`src/rtl/pws_pkg.sv`:
```
// Shared definitions for the pixel write scheduler: state encoding,
// colour constants and coordinate widths for the 160x120 frame.
package pws_pkg;

  localparam int X_W = 8;
  localparam int Y_W = 7;

  localparam logic [2:0] BLACK = 3'b000;
  localparam logic [2:0] WHITE = 3'b111;

  typedef enum logic [2:0] {
    IDLE,
    LATCH,
    P1_SWEEP,
    P2_SWEEP,
    BALL_ERASE,
    BALL_DRAW,
    DONE
  } state_t;

  // States in which one pixel is written every cycle.
  function automatic logic is_walk(input state_t s);
    return (s == P1_SWEEP) || (s == P2_SWEEP) ||
           (s == BALL_ERASE) || (s == BALL_DRAW);
  endfunction

endpackage

```
`src/rtl/pws_rect_walker.sv`:
```
// Raster walker over a w x h rectangle, dx as the inner coordinate.
// nx/ny expose the coordinate that becomes current on the next edge so
// the caller can register its pixel outputs in the same cycle.
module pws_rect_walker
  import pws_pkg::*;
#(
  parameter int C_W = Y_W
) (
  input  logic           clock,
  input  logic           resetn,
  input  logic           start,
  input  logic           step,
  input  logic [C_W-1:0] w,
  input  logic [C_W-1:0] h,
  output logic [C_W-1:0] nx,
  output logic [C_W-1:0] ny,
  output logic           last
);

  logic [C_W-1:0] dx;
  logic [C_W-1:0] dy;

  // Next coordinate: restart at the origin, or advance in raster order.
  always_comb begin
    nx = dx;
    ny = dy;
    if (start) begin
      nx = '0;
      ny = '0;
    end else if (step) begin
      if (dx == w - 1'b1) begin
        nx = '0;
        ny = (dy == h - 1'b1) ? '0 : dy + 1'b1;
      end else begin
        nx = dx + 1'b1;
      end
    end
  end

  // Coordinate register.
  always_ff @(posedge clock or negedge resetn) begin
    if (!resetn) begin
      dx <= '0;
      dy <= '0;
    end else begin
      dx <= nx;
      dy <= ny;
    end
  end

  assign last = (dx == w - 1'b1) && (dy == h - 1'b1);

endmodule

```
`src/rtl/pixel_write_scheduler.sv`:
```
// Sole writer of the VGA adapter pixel port. Each frame tick latches the
// paddle and ball positions and repaints both paddle columns top to bottom,
// then (with PWS_BALL_EN defined) erases the old ball and draws the new one.
// Without PWS_BALL_EN the ball phases are absent and ball_x/ball_y are ignored.
module pixel_write_scheduler
  import pws_pkg::*;
#(
  parameter int         SCREEN_H  = 120,
  parameter int         PADDLE_H  = 12,
  parameter int         P1_X      = 0,
  parameter int         P2_X      = 159,
  parameter int         BALL_SIZE = 2,
  parameter logic [2:0] FG_COLOUR = WHITE,
  parameter logic [2:0] BG_COLOUR = BLACK
) (
  input  logic           clock,
  input  logic           resetn,
  input  logic           frame_tick,
  input  logic [Y_W-1:0] p1_y,
  input  logic [Y_W-1:0] p2_y,
  input  logic [X_W-1:0] ball_x,
  input  logic [Y_W-1:0] ball_y,
  output logic [X_W-1:0] x,
  output logic [Y_W-1:0] y,
  output logic [2:0]     colour,
  output logic           plot,
  output logic           busy,
  output logic           done,
  output logic           overrun
);

  localparam logic [Y_W-1:0] ROWS   = Y_W'(SCREEN_H);
  localparam logic [Y_W-1:0] PY_MAX = Y_W'(SCREEN_H - PADDLE_H);
  localparam logic [7:0]     PH8    = 8'(PADDLE_H);
  localparam logic [X_W-1:0] P1_COL = X_W'(P1_X);
  localparam logic [X_W-1:0] P2_COL = X_W'(P2_X);
`ifdef PWS_BALL_EN
  localparam logic [Y_W-1:0] BSZ    = Y_W'(BALL_SIZE);
  localparam logic [Y_W-1:0] BY_MAX = Y_W'(SCREEN_H - BALL_SIZE);
  localparam logic [X_W-1:0] BX_MAX = X_W'(160 - BALL_SIZE);
`else
  localparam int unused_ball_size = BALL_SIZE;
`endif

  function automatic logic [Y_W-1:0] clamp_y(input logic [Y_W-1:0] v,
                                             input logic [Y_W-1:0] lim);
    return (v > lim) ? lim : v;
  endfunction

`ifdef PWS_BALL_EN
  function automatic logic [X_W-1:0] clamp_x(input logic [X_W-1:0] v,
                                             input logic [X_W-1:0] lim);
    return (v > lim) ? lim : v;
  endfunction
`endif

  // Row sums are widened to 8 bits so py+PADDLE_H never wraps.
  function automatic logic in_paddle(input logic [Y_W-1:0] r,
                                     input logic [Y_W-1:0] top);
    logic [7:0] r8;
    logic [7:0] t8;
    r8 = {1'b0, r};
    t8 = {1'b0, top};
    return (r8 >= t8) && (r8 < t8 + PH8);
  endfunction

  state_t         state, state_nxt;
  logic [Y_W-1:0] py1, py2, py1_n, py2_n;
  logic           start, step, last;
  logic [Y_W-1:0] w, h, nx, ny;
  logic [X_W-1:0] x_nxt;
  logic [Y_W-1:0] y_nxt;
  logic [2:0]     colour_nxt;

  // Positions seen by the first pixel of each phase: fresh clamped inputs
  // while leaving LATCH, the held copy afterwards.
  assign py1_n = (state == LATCH) ? clamp_y(p1_y, PY_MAX) : py1;
  assign py2_n = (state == LATCH) ? clamp_y(p2_y, PY_MAX) : py2;

`ifdef PWS_BALL_EN
  logic [X_W-1:0] bx, bx_n, old_bx;
  logic [Y_W-1:0] by, by_n, old_by;
  assign bx_n = (state == LATCH) ? clamp_x(ball_x, BX_MAX) : bx;
  assign by_n = (state == LATCH) ? clamp_y(ball_y, BY_MAX) : by;
`else
  logic unused_ball;
  assign unused_ball = ^{ball_x, ball_y};
`endif

  // Next state, walker control and next registered pixel outputs.
  always_comb begin
    state_nxt  = state;
    x_nxt      = '0;
    y_nxt      = '0;
    colour_nxt = BG_COLOUR;
    w          = Y_W'(1);
    h          = ROWS;
    case (state)
      IDLE:       if (frame_tick) state_nxt = LATCH;
      LATCH:      state_nxt = P1_SWEEP;
      P1_SWEEP:   if (last) state_nxt = P2_SWEEP;
`ifdef PWS_BALL_EN
      P2_SWEEP:   if (last) state_nxt = BALL_ERASE;
      BALL_ERASE: if (last) state_nxt = BALL_DRAW;
      BALL_DRAW:  if (last) state_nxt = DONE;
`else
      P2_SWEEP:   if (last) state_nxt = DONE;
`endif
      DONE:       state_nxt = IDLE;
      default:    state_nxt = IDLE;
    endcase
`ifdef PWS_BALL_EN
    if (state == BALL_ERASE || state == BALL_DRAW) begin
      w = BSZ;
      h = BSZ;
    end
`endif
    start = (state_nxt != state) && is_walk(state_nxt);
    step  = is_walk(state) && !last;
    case (state_nxt)
      P1_SWEEP: begin
        x_nxt      = P1_COL;
        y_nxt      = ny;
        colour_nxt = in_paddle(ny, py1_n) ? FG_COLOUR : BG_COLOUR;
      end
      P2_SWEEP: begin
        x_nxt      = P2_COL;
        y_nxt      = ny;
        colour_nxt = in_paddle(ny, py2_n) ? FG_COLOUR : BG_COLOUR;
      end
`ifdef PWS_BALL_EN
      BALL_ERASE: begin
        x_nxt      = old_bx + X_W'(nx);
        y_nxt      = old_by + ny;
        colour_nxt = BG_COLOUR;
      end
      BALL_DRAW: begin
        x_nxt      = bx_n + X_W'(nx);
        y_nxt      = by_n + ny;
        colour_nxt = FG_COLOUR;
      end
`endif
      default: ;
    endcase
  end

  pws_rect_walker #(.C_W(Y_W)) u_walker (
    .clock  (clock),
    .resetn (resetn),
    .start  (start),
    .step   (step),
    .w      (w),
    .h      (h),
    .nx     (nx),
    .ny     (ny),
    .last   (last)
  );

  // State register, registered pixel port and status flags.
  always_ff @(posedge clock or negedge resetn) begin
    if (!resetn) begin
      state   <= IDLE;
      x       <= '0;
      y       <= '0;
      colour  <= '0;
      plot    <= 1'b0;
      busy    <= 1'b0;
      done    <= 1'b0;
      overrun <= 1'b0;
    end else begin
      state  <= state_nxt;
      x      <= x_nxt;
      y      <= y_nxt;
      colour <= colour_nxt;
      plot   <= is_walk(state_nxt);
      busy   <= (state_nxt != IDLE);
      done   <= (state_nxt == DONE);
      if (frame_tick && busy) overrun <= 1'b1;
    end
  end

  // Frame positions, refreshed as LATCH is left.
  always_ff @(posedge clock) begin
    py1 <= py1_n;
    py2 <= py2_n;
`ifdef PWS_BALL_EN
    bx  <= bx_n;
    by  <= by_n;
`endif
  end

`ifdef PWS_BALL_EN
  // Remember where the ball was drawn so the next frame can erase it.
  always_ff @(posedge clock or negedge resetn) begin
    if (!resetn) begin
      old_bx <= '0;
      old_by <= '0;
    end else if (state == BALL_DRAW && last) begin
      old_bx <= bx;
      old_by <= by;
    end
  end
`endif

endmodule
```
`config.mk`:
```
export PLATFORM = sky130hd
export DESIGN_NAME = pixel_write_scheduler
export DESIGN_NICKNAME = d
export VERILOG_FILES = /design/src/rtl/pws_pkg.sv /design/src/rtl/pws_rect_walker.sv /design/src/rtl/pixel_write_scheduler.sv
export SDC_FILE = /design/constraint.sdc
export NUM_CORES = 1
export LEC_CHECK = 0
export CORE_AREA = 4 4 94 96
export CTS_CLUSTER_SIZE = 25
export DETAILED_ROUTE_END_ITERATION = 12
export DIE_AREA = 0 0 98 100
export GPL_TIMING_DRIVEN = 0
export SYNTH_ARGS = -nofsm -noshare
export SYNTH_HDL_FRONTEND = slang
export SYNTH_SLANG_ARGS = --single-unit
```
`constraint.sdc`:
```
create_clock -name clock -period 7 [get_ports clock]
set_clock_uncertainty 0.2 [all_clocks]
set_input_delay 1.4 -clock clock [delete_from_list [all_inputs] [get_ports clock]]
set_output_delay 1.4 -clock clock [all_outputs]
set_load 0.03 [all_outputs]
```
==> flow_metrics.py, run 1 <==
metrics = {
    "outcome": {
        "outcome": "completed",
    },
    "timing": {
        "hold_violations": 0,
        "setup_violations": 0,
        "final-max-slew-violation-count": 0,
        "period_share": 0.603,
        "worstMarginPinSlew_ns": 0.691,
        "max_freq_ghz": 0.237,
        "period_minus_slack_ns": 4.22,
        "setup_tns_ns": 0,
        "rsz0062_at_grt": "false",
        "maxSlewHeadroom": 0.538,
    },
    "clock_tree": {
        "cts_setup_buffers": 0,
        "clockRootBuffer": "clkbuf_8",
        "clock_latency_ns": 0.29,
        "cts_buffer_depth": 2,
        "cts_tree": "yes",
        "numCtsBuffers": 5,
        "clk_pin_slew_worst_paths_ns": 0.09,
        "htreeDepth": 2,
        "cts_resized": 0,
        "cts_hold_buf": 0,
        "cts.sinks": 44,
    },
    "routing": {
        "dr.first_iter.drc_count": 119,
        "wl_per_cell_um": 13.3,
        "routed-via-count": 2167,
        "viasPerCell": 4.86,
        "drc": 0,
        "postRouteAntennaNets": 0,
        "drt_pass1_iterations": 4,
        "wirelength_um": 5930,
    },
    "setup_path": {
        "cpMaxStageDelayCell": "clkdlybuf4s50_1",
        "cp_cell_sequence": "clkdlybuf4s50_1, o211ai_1, a21oi_1, nand2b_1, o22a_1, inv_1, ha_1, nor3_1, xnor2_1, ha_1, and4_1, a21oi_1, nand2_1, nand2_1, o21ai_0, o32ai_2",
        "path_class": "in -> reg",
        "cp_slowest_stage_delay_ns": 0.52,
        "rr_startpoint": "state[2]$_DFF_PN0_",
        "cp_max_fo": 3,
        "end_kind": "flop",
        "startpoint": "p1_y[3]",
        "start_kind": "input port",
        "crit_arrival_ns": 4.21,
        "worstPathRequired_ns": 6.99,
    },
    "layout": {
        "fin_area_sq_um": 3380,
        "multi_input_area_sq_um": 1530,
        "mostFrequentLayoutCells": "35 x clkdlybuf4s50_1, 30 x dfrtp_1, 28 x nor2_1",
        "final_cells": 446,
        "mostFrequentLayoutCell": "clkdlybuf4s50_1",
        "diodes": 0,
        "drive_gt1_frac": 0.114,
        "regArea_sq_um": 1030,
        "syn2layout_area_growth_pct": 22.1,
        "nFillCells": 804,
        "final_nets": 399,
    },
    "logic_synthesis": {
        "synth_seq_area_share": 0.373,
        "synthArstFlopShare": 0.682,
        "ys_ff_latch": 44,
        "netlist_instances": 296,
        "synth_warnings": 0,
        "avgSynthCellArea_sq_um": 9.35,
        "synth-edff-count": 0,
        "synthFlopType": "dfrtp_1",
        "synthesis.area_sq_um": 2770,
        "synth.distinct_cells": 58,
    },
    "pwr": {
        "p_sw_uw": 536,
        "switching_share": 0.414,
        "clkPwrFrac": 0.160,
        "combPwrFrac": 0.553,
        "p_seq_frac": 0.287,
        "intPower_uw": 760,
        "p_per_area_nw_per_um2": 383,
        "irDropWorstVdd_mv": 0.142,
        "p_leak_nw": 1.56,
    },
    "floorplan": {
        "die_x_um": 98,
        "rows": 33,
        "die_area_sq_um": 9800,
        "boundaryPins": 54,
        "die_y_um": 100,
        "coreArea_sq_um": 8050,
        "start_util": 0.344,
    },
    "placement": {
        "gp_congestion": 0.846,
        "placed_cells": 438,
        "port-buffer-count": 36,
        "hpwl_um": 4670,
        "dpl_cell_area_sq_um": 3260,
    },
    "global_routing": {
        "grt_overflow_total": 0,
        "antenna_found_initial": 0,
        "grt_usage": 0.128,
        "grt_pass1_vias": 2220,
        "grt_max_degree": 31,
        "grt_pass1_wl_um": 10400,
    },
    "run": {
        "drv_cap": 0,
    },
    "min_path": {
        "hp-start": "overrun$_DFFE_PN0P_",
        "hold_path.class": "reg -> reg",
    },
}
## metal layers
metal,vias to the layer above,wire length [um],GRT usage
met4,0,34,0.0319
met5,-,0,0
met3,2,220,0.0257
met1,1011,2820,0.169
met2,34,2860,0.218
li1,1120,-,-
## layout make-up
class,count,area share
clock buffer,6,0.0244
tap,105,0.0389
sequential,44,0.305
clock inverter,2,0.0115
multi-input combinational,213,0.452
timing repair buffer,36,0.105
inverter,23,0.0255
buffer,17,0.0378
## cell usage after synthesis (2+ instances only)
cell type / count / area (sq um)
inv_1: 22 / 82.6
dfxtp_1: 14 / 280
buf_6: 2 / 22.5
xor2_1: 6 / 52.6
a21oi_1: 17 / 85.1
a21o_1: 6 / 45.0
and3_1: 2 / 12.5
nand4_1: 6 / 37.5
buf_4: 10 / 75.1
o21ai_1: 2 / 10.0
nand3b_1: 4 / 30.0
mux2i_1: 3 / 30.0
or2_2: 2 / 12.5
nor2_1: 28 / 105
o21a_1: 2 / 15.0
o22a_1: 2 / 17.5
nor2b_1: 3 / 18.8
nor3_1: 14 / 70.1
and2_1: 3 / 18.8
a31oi_1: 4 / 25.0
o21ai_0: 8 / 40.0
clkbuf_1: 3 / 11.3
nand2_1: 19 / 71.3
xnor2_1: 9 / 78.8
a211oi_1: 2 / 15.0
nand3_1: 7 / 35.0
a22oi_1: 4 / 30.0
nand2b_1: 6 / 37.5
dfrtp_1: 30 / 751
ha_1: 27 / 338
and4_1: 2 / 17.5
## flip-flops by register name, indices dropped and copies added, names as in the netlist
name	count
busy	1
overrun	1
u_walker.dy	7
x	1
py1	7
y	7
done	1
state	3
u_walker.dx	7
colour	1
plot	1
py2	7
## path summary, 6_finish.rpt
| path | slack [ns] | endpoint | cells after the start |
|---|---|---|---|
| max in group asynchronous | 5.23 | u_walker.dy[4]$_DFF_PN0_ | 1 |
| min | 0.26 | overrun$_DFFE_PN0P_ | 1 |
| max | 2.78 | colour[1]$_DFF_PN0_ | 16 |
| min reg2reg | 0.26 | overrun$_DFFE_PN0P_ | 1 |
| min in group asynchronous | 0.93 | u_walker.dx[2]$_DFFE_PN0P_ | 1 |
| max reg2reg | 3.01 | colour[1]$_DFF_PN0_ | 16 |
## critical path: cells and delay by family
family | cells | cell delay, ns
AO/OA/AOI/OAI | 6 | 0.88
AND/OR/NAND/NOR | 5 | 0.73
buffers and inverters | 2 | 0.58
adder cells (fa/ha/maj) | 2 | 0.45
XOR/XNOR | 1 | 0.15
## power groups by stage
| stage | logic (mW) | registers [mW] | clock network (mW) |
|---|---|---|---|
| 2_1_floorplan | 0.466 | 0.420 | 0 |
| 3_3_place_gp | 0.700 | 0.377 | 0 |
| 3_5_place_dp | 0.719 | 0.377 | 0 |
| 4_1_cts | 0.724 | 0.372 | 0.213 |
| 5_1_grt | 0.818 | 0.383 | 0.224 |
| 6_report | 0.716 | 0.372 | 0.207 |
## per-stage QoR
stage	worst slack [ns]	total power, mW	util	hold WS [ns]
finish	2.78	1.30	0.420	0.262
global route	2.55	1.42	0.420	0.306
CTS	2.78	1.31	0.420	0.268
detailed placement	2.48	1.10	0.405	0.247
global placement	2.51	1.08	0.405	0.244
floorplan	3.35	0.886	-	0.231
## cells by family (layout without fill, tap and decap cells)
logic type / Yosys count / after routing / synth area share
AND/OR/NAND/NOR: 107 / 107 / 0.214
other: 1 / 2 / 0.00135
flip-flops: 44 / 44 / 0.373
adder cells (fa/ha/maj): 27 / 27 / 0.122
multiplexers: 4 / 4 / 0.0190
buffers and inverters: 40 / 84 / 0.0773
XOR/XNOR: 15 / 15 / 0.0475
AO/OA/AOI/OAI: 58 / 58 / 0.146
(Power assumes the default switching activity.)
==> inputs of run 2 (changes only) <==
==> constraint.sdc (replaced) <==
create_clock -name clock -period 4.1 [get_ports clock]
set_clock_uncertainty 0.2 [all_clocks]
set_input_delay 0.82 -clock clock [delete_from_list [all_inputs] [get_ports clock]]
set_output_delay 0.82 -clock clock [all_outputs]
set_load 0.03 [all_outputs]
==> run 2 against run 1 <==
  * Non-clock buffer count unchanged
  * Setup slack got worse by 2.5 ns
  * Via count decreased by 0.32%
  * Routed wire length decreased by 0.56%
  * Sequential share of layout area decreased by 0.068 points
  * Register-to-register slack got worse by 2.7 ns
  * Design area increased by 0.22%
  * Utilization increased by 0.093 points
  * First-iteration DRC count decreased by 3.4%
==> flow_metrics.py, run 2 (synthesized netlist as in run 1, its figures left out) <==
metrics = {
    "setup_path": {
        "path_class": "reg -> reg",
        "startpoint": "u_walker.dx[0]$_DFFE_PN0P_",
        "end_kind": "flop",
        "worstPathRequired_ns": 4.07,
        "cp_cell_sequence": "inv_1, ha_1, or4b_4, nor4_4, nand3_2, a21oi_4, buf_6, nor2_1, ha_1, a21o_1, a21o_1, a211oi_1, o22a_1, o32ai_2",
        "cp_max_fo": 10,
        "cpMaxStageDelayCell": "or4b_4",
        "ff2ff_setup_slack_ns": 0.32,
        "crit_arrival_ns": 3.75,
        "rr_startpoint": "u_walker.dx[0]$_DFFE_PN0P_",
        "start_kind": "flop",
        "cp_slowest_stage_delay_ns": 0.48,
    },
    "clock_tree": {
        "cts_buffer_depth": 2,
        "clock_latency_ns": 0.29,
        "htreeDepth": 2,
        "cts_tree": "yes",
        "cts.sinks": 44,
        "clk_pin_slew_worst_paths_ns": 0.09,
        "clockRootBuffer": "clkbuf_8",
        "numCtsBuffers": 5,
    },
    "timing": {
        "worstMarginPinSlew_ns": 0.679,
        "period_share": 0.921,
        "maxSlewHeadroom": 0.547,
        "max_freq_ghz": 0.265,
        "worst_slack_ns": 0.323,
        "period_minus_slack_ns": 3.78,
        "final-max-slew-violation-count": 0,
        "setup_violations": 0,
        "hold_violations": 0,
        "setup_tns_ns": 0,
        "rsz0062_at_grt": "false",
    },
    "min_path": {
        "hp-start": "overrun$_DFFE_PN0P_",
        "hold_path.class": "reg -> reg",
    },
    "floorplan": {
        "die_x_um": 98,
        "start_util": 0.344,
        "boundaryPins": 54,
        "die_area_sq_um": 9800,
        "rows": 33,
        "coreArea_sq_um": 8050,
        "die_y_um": 100,
    },
    "routing": {
        "postRouteAntennaNets": 0,
        "wirelength_um": 5900,
        "routed-via-count": 2160,
        "drt_pass1_iterations": 4,
        "drc": 0,
        "viasPerCell": 4.84,
        "wl_per_cell_um": 13.2,
        "dr.first_iter.drc_count": 115,
    },
    "layout": {
        "drive_gt1_frac": 0.117,
        "syn2layout_area_growth_pct": 22.4,
        "nFillCells": 804,
        "diodes": 0,
        "mostFrequentLayoutCells": "35 x clkdlybuf4s50_1, 30 x dfrtp_1, 28 x nor2_1",
        "mostFrequentLayoutCell": "clkdlybuf4s50_1",
        "fin_area_sq_um": 3390,
        "final_core_util": 0.421,
        "final_nets": 399,
    },
    "placement": {
        "port-buffer-count": 36,
        "gp_congestion": 0.846,
        "dpl_cell_area_sq_um": 3260,
        "hpwl_um": 4670,
        "dp_slack_ns": 0.119,
    },
    "global_routing": {
        "antenna_found_initial": 0,
        "grt_use_met1": 0.169,
        "grt_usage": 0.128,
        "grt_overflow_total": 0,
        "gr-usage-met3": 0.0257,
        "grt_use_met2": 0.218,
        "grt_max_degree": 31,
        "grt_pass1_wl_um": 10400,
        "busiest_layer": "met2",
        "grt_pass1_vias": 2220,
    },
    "pwr": {
        "clkPwrFrac": 0.160,
        "combPwrFrac": 0.553,
        "p_leak_nw": 1.57,
        "intPower_mw": 1.30,
        "p_seq_frac": 0.287,
        "power_mw": 2.21,
        "p_sw_uw": 914,
        "p_per_area_nw_per_um2": 653,
        "irDropWorstVdd_mv": 0.243,
        "switching_share": 0.413,
    },
    "outcome": {
        "outcome": "completed",
    },
    "run": {
        "drv_cap": 0,
    },
}
-- run 2: what timing repair did --
item / 4_1_cts / 5_1_grt
endpoints found under the hold margin: 0 / 0
hold buffers: 0 / 0
setup buffers: 0 / 0
gates resized for setup: 0 / 3
endpoints found under the setup margin: 0 / 1
-- run 2: power groups by stage --
stage	combinational [mW]	clock [mW]	sequential [mW]
2_1_floorplan	0.796	0	0.717
3_3_place_gp	1.19	0	0.643
3_5_place_dp	1.23	0	0.644
4_1_cts	1.24	0.364	0.636
5_1_grt	1.40	0.382	0.654
6_report	1.22	0.354	0.636
-- run 2: metal layers --
layer  up-vias  routed length [um]
met5         -                   0
met4         0                  34
met3         2                 226
met2        33                2850
met1      1009                2780
li1       1116                   -
-- run 2: worst paths after layout --
path / endpoint / depth (start not counted)
worst max-delay path: colour[1]$_DFF_PN0_ / 14
worst min-delay path: overrun$_DFFE_PN0P_ / 1
worst max register to register: colour[1]$_DFF_PN0_ / 14
worst min register to register: overrun$_DFFE_PN0P_ / 1
max in group asynchronous: u_walker.dy[4]$_DFF_PN0_ / 1
min in group asynchronous: u_walker.dx[2]$_DFFE_PN0P_ / 1
-- run 2: worst max-delay path, delay by kind of cell, from the launching register on --
kind            cells  cell delay (ns)
simple gates        4             1.14
buf+inv             2             0.27
flops               1             0.42
compound gates      6             1.14
fa+ha+maj           2             0.47
-- run 2: stage by stage --
step	hold WS (ns)	instances
2_1_floorplan	0.231	297
3_3_place_gp	0.244	438
3_5_place_dp	0.247	438
4_1_cts	0.268	446
5_1_grt	0.306	446
6_report	0.262	446
-- run 2: final cells by class --
type                       instances  area (sq um)  area share
tap                              105           131      0.0388
timing repair buffer              36           355       0.105
clock buffer                       6          82.6      0.0244
inverter                          23          86.3      0.0255
multi-input combinational        213          1530       0.453
buffer                            17           129      0.0380
sequential                        44          1030       0.304
clock inverter                     2          38.8      0.0115
==> inputs of run 3 (changes only) <==
--- a/config.mk
+++ b/config.mk
@@ -5,10 +5,10 @@
 export SDC_FILE = /design/constraint.sdc
 export NUM_CORES = 1
 export LEC_CHECK = 0
-export CORE_AREA = 4 4 94 96
+export CORE_AREA = 4 4 111 113
 export CTS_CLUSTER_SIZE = 25
 export DETAILED_ROUTE_END_ITERATION = 12
-export DIE_AREA = 0 0 98 100
+export DIE_AREA = 0 0 115 117
 export GPL_TIMING_DRIVEN = 0
 export SYNTH_ARGS = -nofsm -noshare
 export SYNTH_HDL_FRONTEND = slang
==> run 3 against run 2 <==
  * Clock power grew 31%
  * Non-clock buffer count is the same
  * Total power grew 5.2%
  * Maximum frequency shrank 0.57%
  * Sequential share of layout area shrank 0.86 points
  * Final cell count grew 8.5%
  * Critical path type unchanged
  * Die area grew 37%
  * First-iteration DRC count grew 27%
  * Critical endpoint unchanged
  * Combinational power is essentially flat
==> flow_metrics.py, run 3 (synthesized netlist as in run 1, its figures left out) <==
metrics = {
    "layout": {
        "multi_input_area_sq_um": 1530,
        "mostFrequentLayoutCells": "35 x clkdlybuf4s50_1, 30 x dfrtp_1, 28 x nor2_1",
        "syn2layout_area_growth_pct": 25.9,
        "diodes": 0,
        "drive_gt1_frac": 0.117,
        "mostFrequentLayoutCell": "clkdlybuf4s50_1",
        "nFillCells": 1183,
        "regArea_sq_um": 1030,
        "final_nets": 399,
    },
    "global_routing": {
        "grt_max_degree": 31,
        "grt_usage": 0.101,
        "grt_pass1_wl_um": 11000,
        "antenna_found_initial": 0,
        "grt_overflow_total": 0,
        "grt_pass1_vias": 2313,
    },
    "routing": {
        "dr.first_iter.drc_count": 146,
        "viasPerCell": 4.62,
        "wl_per_cell_um": 13.0,
        "drc": 0,
        "wirelength_um": 6280,
        "drt_pass1_iterations": 4,
        "routed-via-count": 2238,
        "postRouteAntennaNets": 0,
    },
    "pwr": {
        "p_leak_nw": 1.59,
        "irDropWorstVdd_mv": 0.309,
        "p_per_area_nw_per_um2": 668,
        "power_mw": 2.33,
    },
    "min_path": {
        "hold_path.class": "reg -> reg",
        "hp-start": "overrun$_DFFE_PN0P_",
    },
    "timing": {
        "worst_slack_ns": 0.301,
        "hold_violations": 0,
        "setup_tns_ns": 0,
        "final-max-slew-violation-count": 0,
        "period_share": 0.927,
        "maxSlewHeadroom": 0.551,
        "worstMarginPinSlew_ns": 0.674,
        "max_freq_ghz": 0.263,
        "period_minus_slack_ns": 3.80,
        "rsz0062_at_grt": "false",
        "setup_violations": 0,
    },
    "placement": {
        "port-buffer-count": 36,
        "dp_slack_ns": 0.157,
        "gp_congestion": 0.822,
        "hpwl_um": 4980,
    },
    "clock_tree": {
        "cts_tree": "yes",
        "cts_hold_buf": 0,
        "cts.sinks": 44,
        "clk_pin_slew_worst_paths_ns": 0.07,
        "cts_buffer_depth": 2,
        "numCtsBuffers": 5,
        "clock_latency_ns": 0.29,
        "clockRootBuffer": "clkbuf_16",
        "htreeDepth": 2,
    },
    "setup_path": {
        "end_kind": "flop",
        "rr_startpoint": "u_walker.dx[0]$_DFFE_PN0P_",
        "start_kind": "flop",
        "cp_max_fo": 10,
        "worstPathRequired_ns": 4.06,
        "crit_arrival_ns": 3.76,
        "path_class": "reg -> reg",
        "startpoint": "u_walker.dx[0]$_DFFE_PN0P_",
    },
    "run": {
        "drv_cap": 0,
    },
    "floorplan": {
        "die_area_sq_um": 13500,
        "coreArea_sq_um": 11300,
        "boundaryPins": 54,
        "die_y_um": 117,
        "start_util": 0.244,
        "rows": 39,
        "die_x_um": 115,
    },
    "outcome": {
        "outcome": "completed",
    },
}
-- run 3: cell types whose count changed in the layout (fill, tap and decap cells not counted), sizes merged --
cell / delta
clkinv: +1
clkbuf: -1
-- run 3: final cells by class --
| cell class | instances | share of cell area |
|---|---|---|
| Timing Repair Buffer | 36 | 0.102 |
| Tap cell | 143 | 0.0513 |
| Buffer | 17 | 0.0370 |
| Clock inverter | 3 | 0.0136 |
| Clock buffer | 5 | 0.0359 |
| Multi-Input combinational cell | 213 | 0.440 |
| Sequential cell | 44 | 0.296 |
| Inverter | 23 | 0.0248 |
-- run 3: metal layers --
metal,share of wire,up-vias,GRT usage
met1,0.46,1062,0.133
met4,0.018,0,0.0352
met2,0.48,37,0.164
met3,0.035,11,0.0242
li1,-,1128,-
met5,0,-,0
-- run 3: path summary, 6_finish.rpt --
check,slack (ns),end,depth (start not counted)
min in group asynchronous,0.36,u_walker.dx[2]$_DFFE_PN0P_,1
setup reg to reg,0.30,colour[1]$_DFF_PN0_,14
hold / removal,0.26,overrun$_DFFE_PN0P_,1
hold reg to reg,0.26,overrun$_DFFE_PN0P_,1
setup / recovery,0.30,colour[1]$_DFF_PN0_,14
max in group asynchronous,2.90,state[2]$_DFF_PN0_,1
-- run 3: repair_timing --
action | in CTS | in global routing
hold endpoints to repair | 0 | 0
endpoints found under the setup margin | 0 | 1
buffers inserted | 0 | 0
resized for setup | 0 | 3
-- run 3: stage by stage --
stage / hold WS [ns] / utilization / cell area (sq um) / cells
5_1_grt: 0.283 / 0.308 / 3490 / 484
4_1_cts: 0.263 / 0.308 / 3480 / 484
6_report: 0.257 / 0.308 / 3490 / 484
3_5_place_dp: 0.247 / 0.292 / 3310 / 476
3_3_place_gp: 0.246 / 0.292 / 3310 / 476
2_1_floorplan: 0.231 / - / 2770 / 297
-- run 3: power breakdown --
part / internal, mW / leakage, nW / switching, mW / total, mW
logic: 0.543 / 1.02 / 0.683 / 1.23
registers: 0.557 / 0.486 / 0.0848 / 0.641
clock network: 0.289 / 0.0840 / 0.172 / 0.462
-- run 3: worst max-delay path: stages (launching register included) --
cell and delay [ns]:
dfrtp_1 0.42, inv_1 0.07, ha_1 0.17, or4b_4 0.49, nor4_4 0.37, nand3_2 0.13, a21oi_4 0.29, buf_6 0.19
nor2_1 0.13, ha_1 0.32, a21o_1 0.16, a21o_1 0.17, a211oi_1 0.27, o22a_1 0.19, o32ai_2 0.07
